### src/rtl/hub75_plane_shifter_pkg.sv
// Shared types and constants for the HUB75 bit-plane column shifter.
package hub75_plane_shifter_pkg;

  typedef enum logic [2:0] {
    ST_IDLE,
    ST_FETCH,
    ST_WAIT,
    ST_LOW,
    ST_HIGH,
    ST_DONE
  } state_e;

  localparam int unsigned COLOUR_R = 0;
  localparam int unsigned COLOUR_G = 1;
  localparam int unsigned COLOUR_B = 2;
  localparam int unsigned COLOURS  = 3;

  // Position of (channel, colour) in rgb_out and of its component field in a pixel word.
  function automatic int unsigned rgb_idx(input int unsigned ch, input int unsigned colour);
    return ch * COLOURS + colour;
  endfunction

endpackage

### src/rtl/hub75_plane_shifter_counter.sv
// Up-counter with synchronous clear (priority) and increment enable.
module hub75_plane_shifter_counter #(
  parameter int unsigned WIDTH = 4
) (
  input  logic             clk_i,
  input  logic             rst_i,
  input  logic             clr_i,
  input  logic             inc_i,
  output logic [WIDTH-1:0] count_o
);

  logic [WIDTH-1:0] count_q;
  logic [WIDTH-1:0] count_d;

  always_comb begin
    count_d = count_q;
    if (clr_i) begin
      count_d = '0;
    end else if (inc_i) begin
      count_d = count_q + WIDTH'(1);
    end
  end

  always_ff @(posedge clk_i or posedge rst_i) begin
    if (rst_i) begin
      count_q <= '0;
    end else begin
      count_q <= count_d;
    end
  end

  assign count_o = count_q;

endmodule

### src/rtl/hub75_plane_shifter.sv
// HUB75 column shifter: fetches COLS pixel words for one (row, bit-plane),
// extracts one BCM bit per colour per channel and clocks them out to the panel.
module hub75_plane_shifter
  import hub75_plane_shifter_pkg::*;
#(
  parameter  int unsigned COLS    = 64,
  parameter  int unsigned NCH     = 4,
  parameter  int unsigned BPC     = 8,
  parameter  int unsigned ROW_W   = 5,
  parameter  int unsigned RD_LAT  = 1,
  parameter  int unsigned CLK_DIV = 1,
  localparam int unsigned COL_W   = $clog2(COLS),
  localparam int unsigned BIT_W   = (BPC > 1) ? $clog2(BPC) : 1,
  localparam int unsigned DW      = NCH * 3 * BPC
) (
  input  logic                   sys_clk,
  input  logic                   rst,
  input  logic                   start,
  input  logic [BIT_W-1:0]       bit_i,
  input  logic [ROW_W-1:0]       row,
  output logic                   fb_rd_en,
  output logic [ROW_W+COL_W-1:0] fb_addr,
  input  logic [DW-1:0]          fb_rd_data,
  output logic [3*NCH-1:0]       rgb_out,
  output logic                   clk_out,
  output logic                   busy,
  output logic                   done
);

  localparam int unsigned PH_MAX = (RD_LAT > CLK_DIV) ? RD_LAT : CLK_DIV;
  localparam int unsigned PH_W   = $clog2(PH_MAX + 1);
  localparam int unsigned SEL_N  = 1 << BIT_W;

  state_e             state_q;
  logic [BIT_W-1:0]   bit_l_q;
  logic [ROW_W-1:0]   row_l_q;
  logic [3*NCH-1:0]   rgb_q;
  logic [3*NCH-1:0]   plane_bits;
  logic               clk_out_q;
  logic               fb_rd_en_q;
  logic               done_q;
  logic [COL_W-1:0]   col;
  logic [PH_W-1:0]    ph;
  logic               ph_run;
  logic               ph_last;
  logic               ph_clr;
  logic               col_last;
  logic               col_clr;
  logic               col_inc;

  always_comb begin
    ph_last = 1'b0;
    case (state_q)
      ST_WAIT:          ph_last = (ph == PH_W'(RD_LAT - 1));
      ST_LOW, ST_HIGH:  ph_last = (ph == PH_W'(CLK_DIV - 1));
      default:          ph_last = 1'b0;
    endcase
    ph_run   = (state_q == ST_WAIT) || (state_q == ST_LOW) || (state_q == ST_HIGH);
    ph_clr   = !ph_run || ph_last;
    col_last = (col == COL_W'(COLS - 1));
    col_clr  = (state_q == ST_IDLE);
    col_inc  = (state_q == ST_HIGH) && ph_last && !col_last;
  end

  hub75_plane_shifter_counter #(.WIDTH(COL_W)) u_col_cnt (
    .clk_i   (sys_clk),
    .rst_i   (rst),
    .clr_i   (col_clr),
    .inc_i   (col_inc),
    .count_o (col)
  );

  hub75_plane_shifter_counter #(.WIDTH(PH_W)) u_phase_cnt (
    .clk_i   (sys_clk),
    .rst_i   (rst),
    .clr_i   (ph_clr),
    .inc_i   (ph_run),
    .count_o (ph)
  );

  // Zero-extending each component to 2**BIT_W bits makes out-of-range planes read as 0.
  for (genvar gc = 0; gc < NCH; gc++) begin : g_ch
    for (genvar gk = COLOUR_R; gk <= COLOUR_B; gk++) begin : g_colour
      logic [SEL_N-1:0] comp;
      assign comp = SEL_N'(fb_rd_data[rgb_idx(gc, gk)*BPC +: BPC]);
      assign plane_bits[rgb_idx(gc, gk)] = comp[bit_l_q];
    end
  end

  always_ff @(posedge sys_clk or posedge rst) begin
    if (rst) begin
      state_q    <= ST_IDLE;
      bit_l_q    <= '0;
      row_l_q    <= '0;
      rgb_q      <= '0;
      clk_out_q  <= 1'b0;
      fb_rd_en_q <= 1'b0;
      done_q     <= 1'b0;
    end else begin
      fb_rd_en_q <= 1'b0;
      done_q     <= 1'b0;
      case (state_q)
        ST_IDLE: begin
          if (start) begin
            bit_l_q    <= bit_i;
            row_l_q    <= row;
            fb_rd_en_q <= 1'b1;
            state_q    <= ST_FETCH;
          end
        end
        ST_FETCH: state_q <= ST_WAIT;
        ST_WAIT: begin
          if (ph_last) begin
            rgb_q   <= plane_bits;
            state_q <= ST_LOW;
          end
        end
        ST_LOW: begin
          if (ph_last) begin
            clk_out_q <= 1'b1;
            state_q   <= ST_HIGH;
          end
        end
        ST_HIGH: begin
          if (ph_last) begin
            clk_out_q <= 1'b0;
            if (col_last) begin
              done_q  <= 1'b1;
              state_q <= ST_DONE;
            end else begin
              fb_rd_en_q <= 1'b1;
              state_q    <= ST_FETCH;
            end
          end
        end
        ST_DONE: state_q <= ST_IDLE;
        default: state_q <= ST_IDLE;
      endcase
    end
  end

  assign fb_addr  = {row_l_q, col};
  assign fb_rd_en = fb_rd_en_q;
  assign rgb_out  = rgb_q;
  assign clk_out  = clk_out_q;
  assign done     = done_q;
  assign busy     = (state_q != ST_IDLE);

endmodule
### config.mk
export PLATFORM = sky130hd
export DESIGN_NAME = hub75_plane_shifter
export DESIGN_NICKNAME = d
export VERILOG_FILES = /design/src/rtl/hub75_plane_shifter_pkg.sv /design/src/rtl/hub75_plane_shifter_counter.sv /design/src/rtl/hub75_plane_shifter.sv
export SDC_FILE = /design/constraint.sdc
export NUM_CORES = 1
export LEC_CHECK = 0
export CORE_AREA = 4 4 81 83
export DETAILED_ROUTE_END_ITERATION = 7
export DIE_AREA = 0 0 85 87
export MAX_ROUTING_LAYER = met4
export PLACE_DENSITY = 0.83
export SYNTH_ARGS = -nofsm -noshare
export SYNTH_HDL_FRONTEND = slang
export SYNTH_SLANG_ARGS = --single-unit
### constraint.sdc
create_clock -name sys_clk -period 2.3 [get_ports sys_clk]
set_clock_uncertainty 0.15 [all_clocks]
set_input_delay 0.69 -clock sys_clk [delete_from_list [all_inputs] [get_ports sys_clk]]
set_output_delay 0.69 -clock sys_clk [all_outputs]
set_load 0.01 [all_outputs]
# == After elaboration in Yosys (flattened, before gate mapping) ==
# Cells that the tools add are included.
# totals
ramBits,0
regBits,33
memories,0
out_inout_bits,27
romBits,0
input_bits,107
elab_cells,84
latch_bits,0
# classes
magnitude_cmp,1
mul,0
n_div,0
addsub,2
muxes,45
bitwise_logic,1
shift,0
reduce_logical,17
eq_ne,9
# ops
op,count
1-bit binary-select mux with 3-bit select,12
1-bit 2-to-1 mux,23
3-bit 2-to-1 mux,5
3-bit one-hot mux with 5 select lines,1
6-bit 2-to-1 mux,2
"2-bit inequality test, second input constant",4
"6-bit by 1-bit adder with 6-bit output, second input constant",1
"3-bit by 2-bit == test with 1-bit output, second input constant",2
"6-bit == test, second input constant",1
2-bit nonzero test,3
"3-bit by 4-bit < comparator with 1-bit output, second input constant",1
1-bit one-hot mux with 2 select lines,2
2-bit AND reduction,2
4-bit AND reduction,1
"3-bit by 1-bit == test with 1-bit output, second input constant",1
"3-bit == test, second input constant",1
3-bit zero test,1
1-bit logical OR,3
3-bit AND reduction,1
3-bit nonzero test,1
3-bit OR reduction,1
1-bit logical AND,2
1-bit zero test,2
"1-bit adder, second input constant",1
1-bit inverter,1

# == Longest topological paths before layout ==
# depth
word_depth,7
depth_mapped,7
mapped_depth_nobuf,5

# == By module ==
# From an unflattened synthesis, not the netlist that was laid out.
# hier_totals
cells_unflattened,209
hier_area_um2,2208.4
# by_module_without_submodules
module,area_per_inst_um2,n_inst,cells_each
hub75_plane_shifter,1889.3,1,178
hub75_plane_shifter_counter (u_col_cnt),277.8,1,27
hub75_plane_shifter_counter (u_phase_cnt),41.3,1,4

# == Least setup slack after synthesis ==
# Ideal clock, no wire load.
# synth_timing
kind,register -> register
startpoint,register state_q[0]
endpoint,register u_col_cnt.count_q[3] (netlist: u_col_cnt.count_o[3])
n_path_buf,1
path_stages_with_launch,6
setup_time_ns,0.134
period_less_slack_ns,1.902
arrival_ns,1.618
setup_slack_ns,0.398
path_cell_list,dfrtp_1 -> buf_6 -> or4b_4 -> o21bai_4 -> o311ai_2 -> o41ai_1
# synth_via
elab_chain_len,6
# synth_rtl
item,line,text
from (decl),hub75_plane_shifter.sv:34,state_e state_q;
from (signal assigned),hub75_plane_shifter.sv:92,state_q <= ST_IDLE;
from (signal assigned),hub75_plane_shifter.sv:108,state_q <= ST_FETCH;
from (signal assigned),hub75_plane_shifter.sv:111,ST_FETCH: state_q <= ST_WAIT;
3-bit by 2-bit == test with 1-bit output / 3-bit == test (equally long branches),"hub75_plane_shifter.sv:53, hub75_plane_shifter.sv:62",
3-bit OR reduction (no line),n/a,
1-bit 2-to-1 mux,n/a,
1-bit logical AND (2 in series),hub75_plane_shifter.sv:62,col_inc = (state_q == ST_HIGH) && ph_last && !col_last;
2-bit nonzero test (no line),n/a,
to (signal assigned),hub75_plane_shifter_counter.sv:28,count_q <= count_d;
to (decl),hub75_plane_shifter_counter.sv:12,logic [WIDTH-1:0] count_q;
# Several ways; a longest one is shown, not always the timed one.
# A chain may end at the register's enable or synchronous reset.

# == Final worst setup path ==
# layout_timing
startpoint,register u_col_cnt.count_q[2] (netlist: u_col_cnt.count_o[2])
endpoint,output fb_addr[2]
# layout_rtl
item,line,text
to (decl),hub75_plane_shifter.sv:22,"output logic [ROW_W+COL_W-1:0] fb_addr,"
# No word-level cell between the ends.

==> results_dict.tcl <==
set metrics [dict create \
    status "complete, no violations" \
    p_switching_mw 1.377 \
    critPathArrivalTime_ns 1.32 \
    switching_share_pct 37.94 \
    io_pins 134 \
    numClockSinks 33 \
    ys_types 31 \
    drc 0 \
    slowest_delay_ns 0.59 \
    reg2reg_from "state_q[0]" \
    drt-total-wl_mm 7.188 \
    fin_nets 456 \
    cp_data_required_time_ns 1.46 \
    cts_tree "done" \
    hold_depth 1 \
    busiest_layer "met2" \
    slew_headroom_pct 37.82 \
    start_kind "flip-flop" \
    core_area_um2 5851 \
    cp_num_buf_inv 1 \
    synth_top_cells_by_area "dfrtp_1 39%, mux2i_1 24%, a22oi_1 8.5%" \
    start_util_pct 36.38 \
    antennaDiodeCount 0 \
    holdWs_ns 0.3368 \
    synth_edf_count 0 \
    rows 28 \
    ys.flop_type "dfrtp_1" \
    hold_end "row_l_q[4]" \
    cap_violations 0 \
    slowest_stage "clkdlybuf4s50_1" \
    grt_max_degree 50 \
    min-delay-start "row_l_q[4]" \
    min_period_ns 2.157 \
    syn_nets 323 \
    grt_use_met1_pct 25.03 \
    met3_usage_pct 5.203 \
    track_usage_pct 19.83 \
    worst_pin_slew_ns 0.9308 \
    drt-initial-drc-count 90 \
    nFillCells 480 \
    cts_buffers 5 \
    die_h_um 87 \
    clk_pin_slew_ns 0.06 \
    finalHoldViolCount 0 \
    die_area_um2 7395 \
    pwr-share-comb_pct 58.9 \
    antenna_left 0 \
    wire_per_inst_um 16.95 \
    die_w_um 85 \
    route.vias.total 2174 \
    hold_class "flip-flop to flip-flop" \
    ctsResizeCount 2 \
    clockBufferDepth 2 \
    slew_violations 0 \
    dr.pass1.iters 4 \
    drive_above_1_share_pct 6.304 \
    syn_area_per_cell_um2 9.899 \
    cts_hold_buf 0 \
    yosysTopAreaCellShare_pct 38.80 \
    r2r_end "u_col_cnt.count_o[3]" \
    pwr-share-seq_pct 25.8 \
    syn_inst 215 \
    antenna_found_initial 0 \
    clockRootBuffer "clkbuf_8" \
    syn2layout_area_growth_pct 72.72 \
    p_leak_nw 1.580 \
    yosysWarnings 0 \
    r2r_cells 5 \
    cp-startpoint "u_col_cnt.count_o[2]" \
    clock_latency_ns 0.28 \
    gr-total-overflow 0 \
    finalWeightedCongestion 0.8465 \
    grt_pass1_vias 2101 \
    synth_top_area_cell "dfrtp_1" \
    fin_crit_sh_pct 93.77 \
    endpoint_kind "primary output" \
    netlist_area_um2 2128 \
    htreeDepth 2 \
    clkPwrFrac_pct 15.3 \
    hpwl_mm 5.677 \
    internal_power_mw 2.252 \
    ir_drop_uv 657.4 \
    rsz0062_at_grt "no" \
    path_cells "clkdlybuf4s50_1" \
    crit_type "flip-flop to primary output" \
    via_per_inst 5.127 \
    ys_ff_latch 33 \
    power_density_nw_per_um2 987.2 \
    cp_max_fo 6 \
    fmax_ghz 0.4637 \
    critPathTopFamily "buffers and inverters" \
    grt_first_pass_wirelength_mm 11.30 \
    yosysSeqAreaShare_pct 38.80 \
    met2_usage_pct 31.71 \
    cts_setup_buffers 0 \
    io_buffers 133 \
    tns_ns 0 \
    async_reset_ff_share_pct 100.0 \
    setup_violations 0 \
    r2r_slack_ns 0.27 \
]
[cell usage after synthesis, drive strengths merged (3+ instances only)]
library cell and count:
inv 4, nand2 28, nor3 5, clkbuf 8
nor2 7, buf 7, dfrtp 33, o21ai 15
mux2 8, nor2b 3, a22oi 24, nand2b 3
mux2i 50
[layout make-up]
class / instances / area, µm² / share of cell area [%]
clock buffers: 7 / 86.33 / 2.349
clock inverters: 1 / 30.03 / 0.8169
inverters: 4 / 15.01 / 0.4084
multi-input cells: 163 / 1221 / 33.22
flip-flops and latches: 33 / 827.0 / 22.50
well taps: 75 / 93.84 / 2.553
repair buffers: 141 / 1403 / 38.16
[sequential cells by signal, summed over array words and instances, names as in the netlist]
register             cells
fb_rd_en                 1
rgb_out                 12
done                     1
u_col_cnt.count_o        6
state_q                  3
bit_l_q                  3
clk_out                  1
row_l_q                  5
u_phase_cnt.count_o      1
[kinds of logic after synthesis]
group / after synthesis / synth area share [%]
multiplexers: 58 / 27.75
AO/OA/AOI/OAI: 51 / 16.93
AND/OR/NAND/NOR: 51 / 11.29
flip-flops: 33 / 38.80
buffers and inverters: 19 / 4.056
adder cells (fa/ha/maj): 1 / 0.5878
other: 1 / 0.1762
XOR/XNOR: 1 / 0.4116
[per-stage QoR]
step / cell area, µm² / std cells / setup slack (ns) / util, % / power, mW
after CTS: 3676 / 424 / 0.1225 / 62.83 / 3.666
after detailed placement: 3556 / 416 / 0.1195 / 60.78 / 3.099
after floorplan: 2128 / 215 / 0.3981 / - / 2.214
final: 3676 / 424 / 0.1432 / 62.83 / 3.629
after global placement: 3556 / 416 / 0.1880 / 60.78 / 3.036
after global routing: 3676 / 424 / 0.05357 / 62.83 / 3.879
[power by group through the flow]
stage	registers (mW)	logic, mW	clock network (mW)
after floorplan	1.00	1.21	0
after global placement	0.932	2.10	0
after detailed placement	0.945	2.15	0
after CTS	0.940	2.15	0.571
after global routing	0.966	2.31	0.599
final	0.936	2.14	0.556
[metal layers]
layer	share of wire, %	vias to the layer above
met5	0	-
met3	9.6	7
li1	-	1052
met4	1.1	0
met2	47	106
met1	43	1009
[cells in the final DEF, fill, tap and decap left out, types with 2 or more instances in the layout]
cell type	instances
nor2b_1	3
mux2i_1	50
nand3_1	2
inv_1	4
nor2_1	7
a22oi_1	24
mux2_1	8
o31ai_1	2
dfrtp_1	32
clkbuf_8	6
nor3_1	2
o21ai_1	14
a211oi_1	2
nand2b_1	3
nor3_2	3
a21oi_1	2
clkdlybuf4s50_1	132
o211ai_1	2
nand2_1	28
buf_4	7
[worst max-delay path by stage]
stage | endpoint | cells past startpoint | slack [ns]
global placement | bit_l_q[0] | 5 | 0.19
detailed placement | row_l_q[2] | 5 | 0.12
floorplan | u_col_cnt.count_o[3] | 5 | 0.40
finish | fb_addr[2] | 1 | 0.14
CTS | fb_addr[2] | 1 | 0.12
global route | busy | 3 | 0.05
No activity file was read; power rests on OpenSTA's default activity.
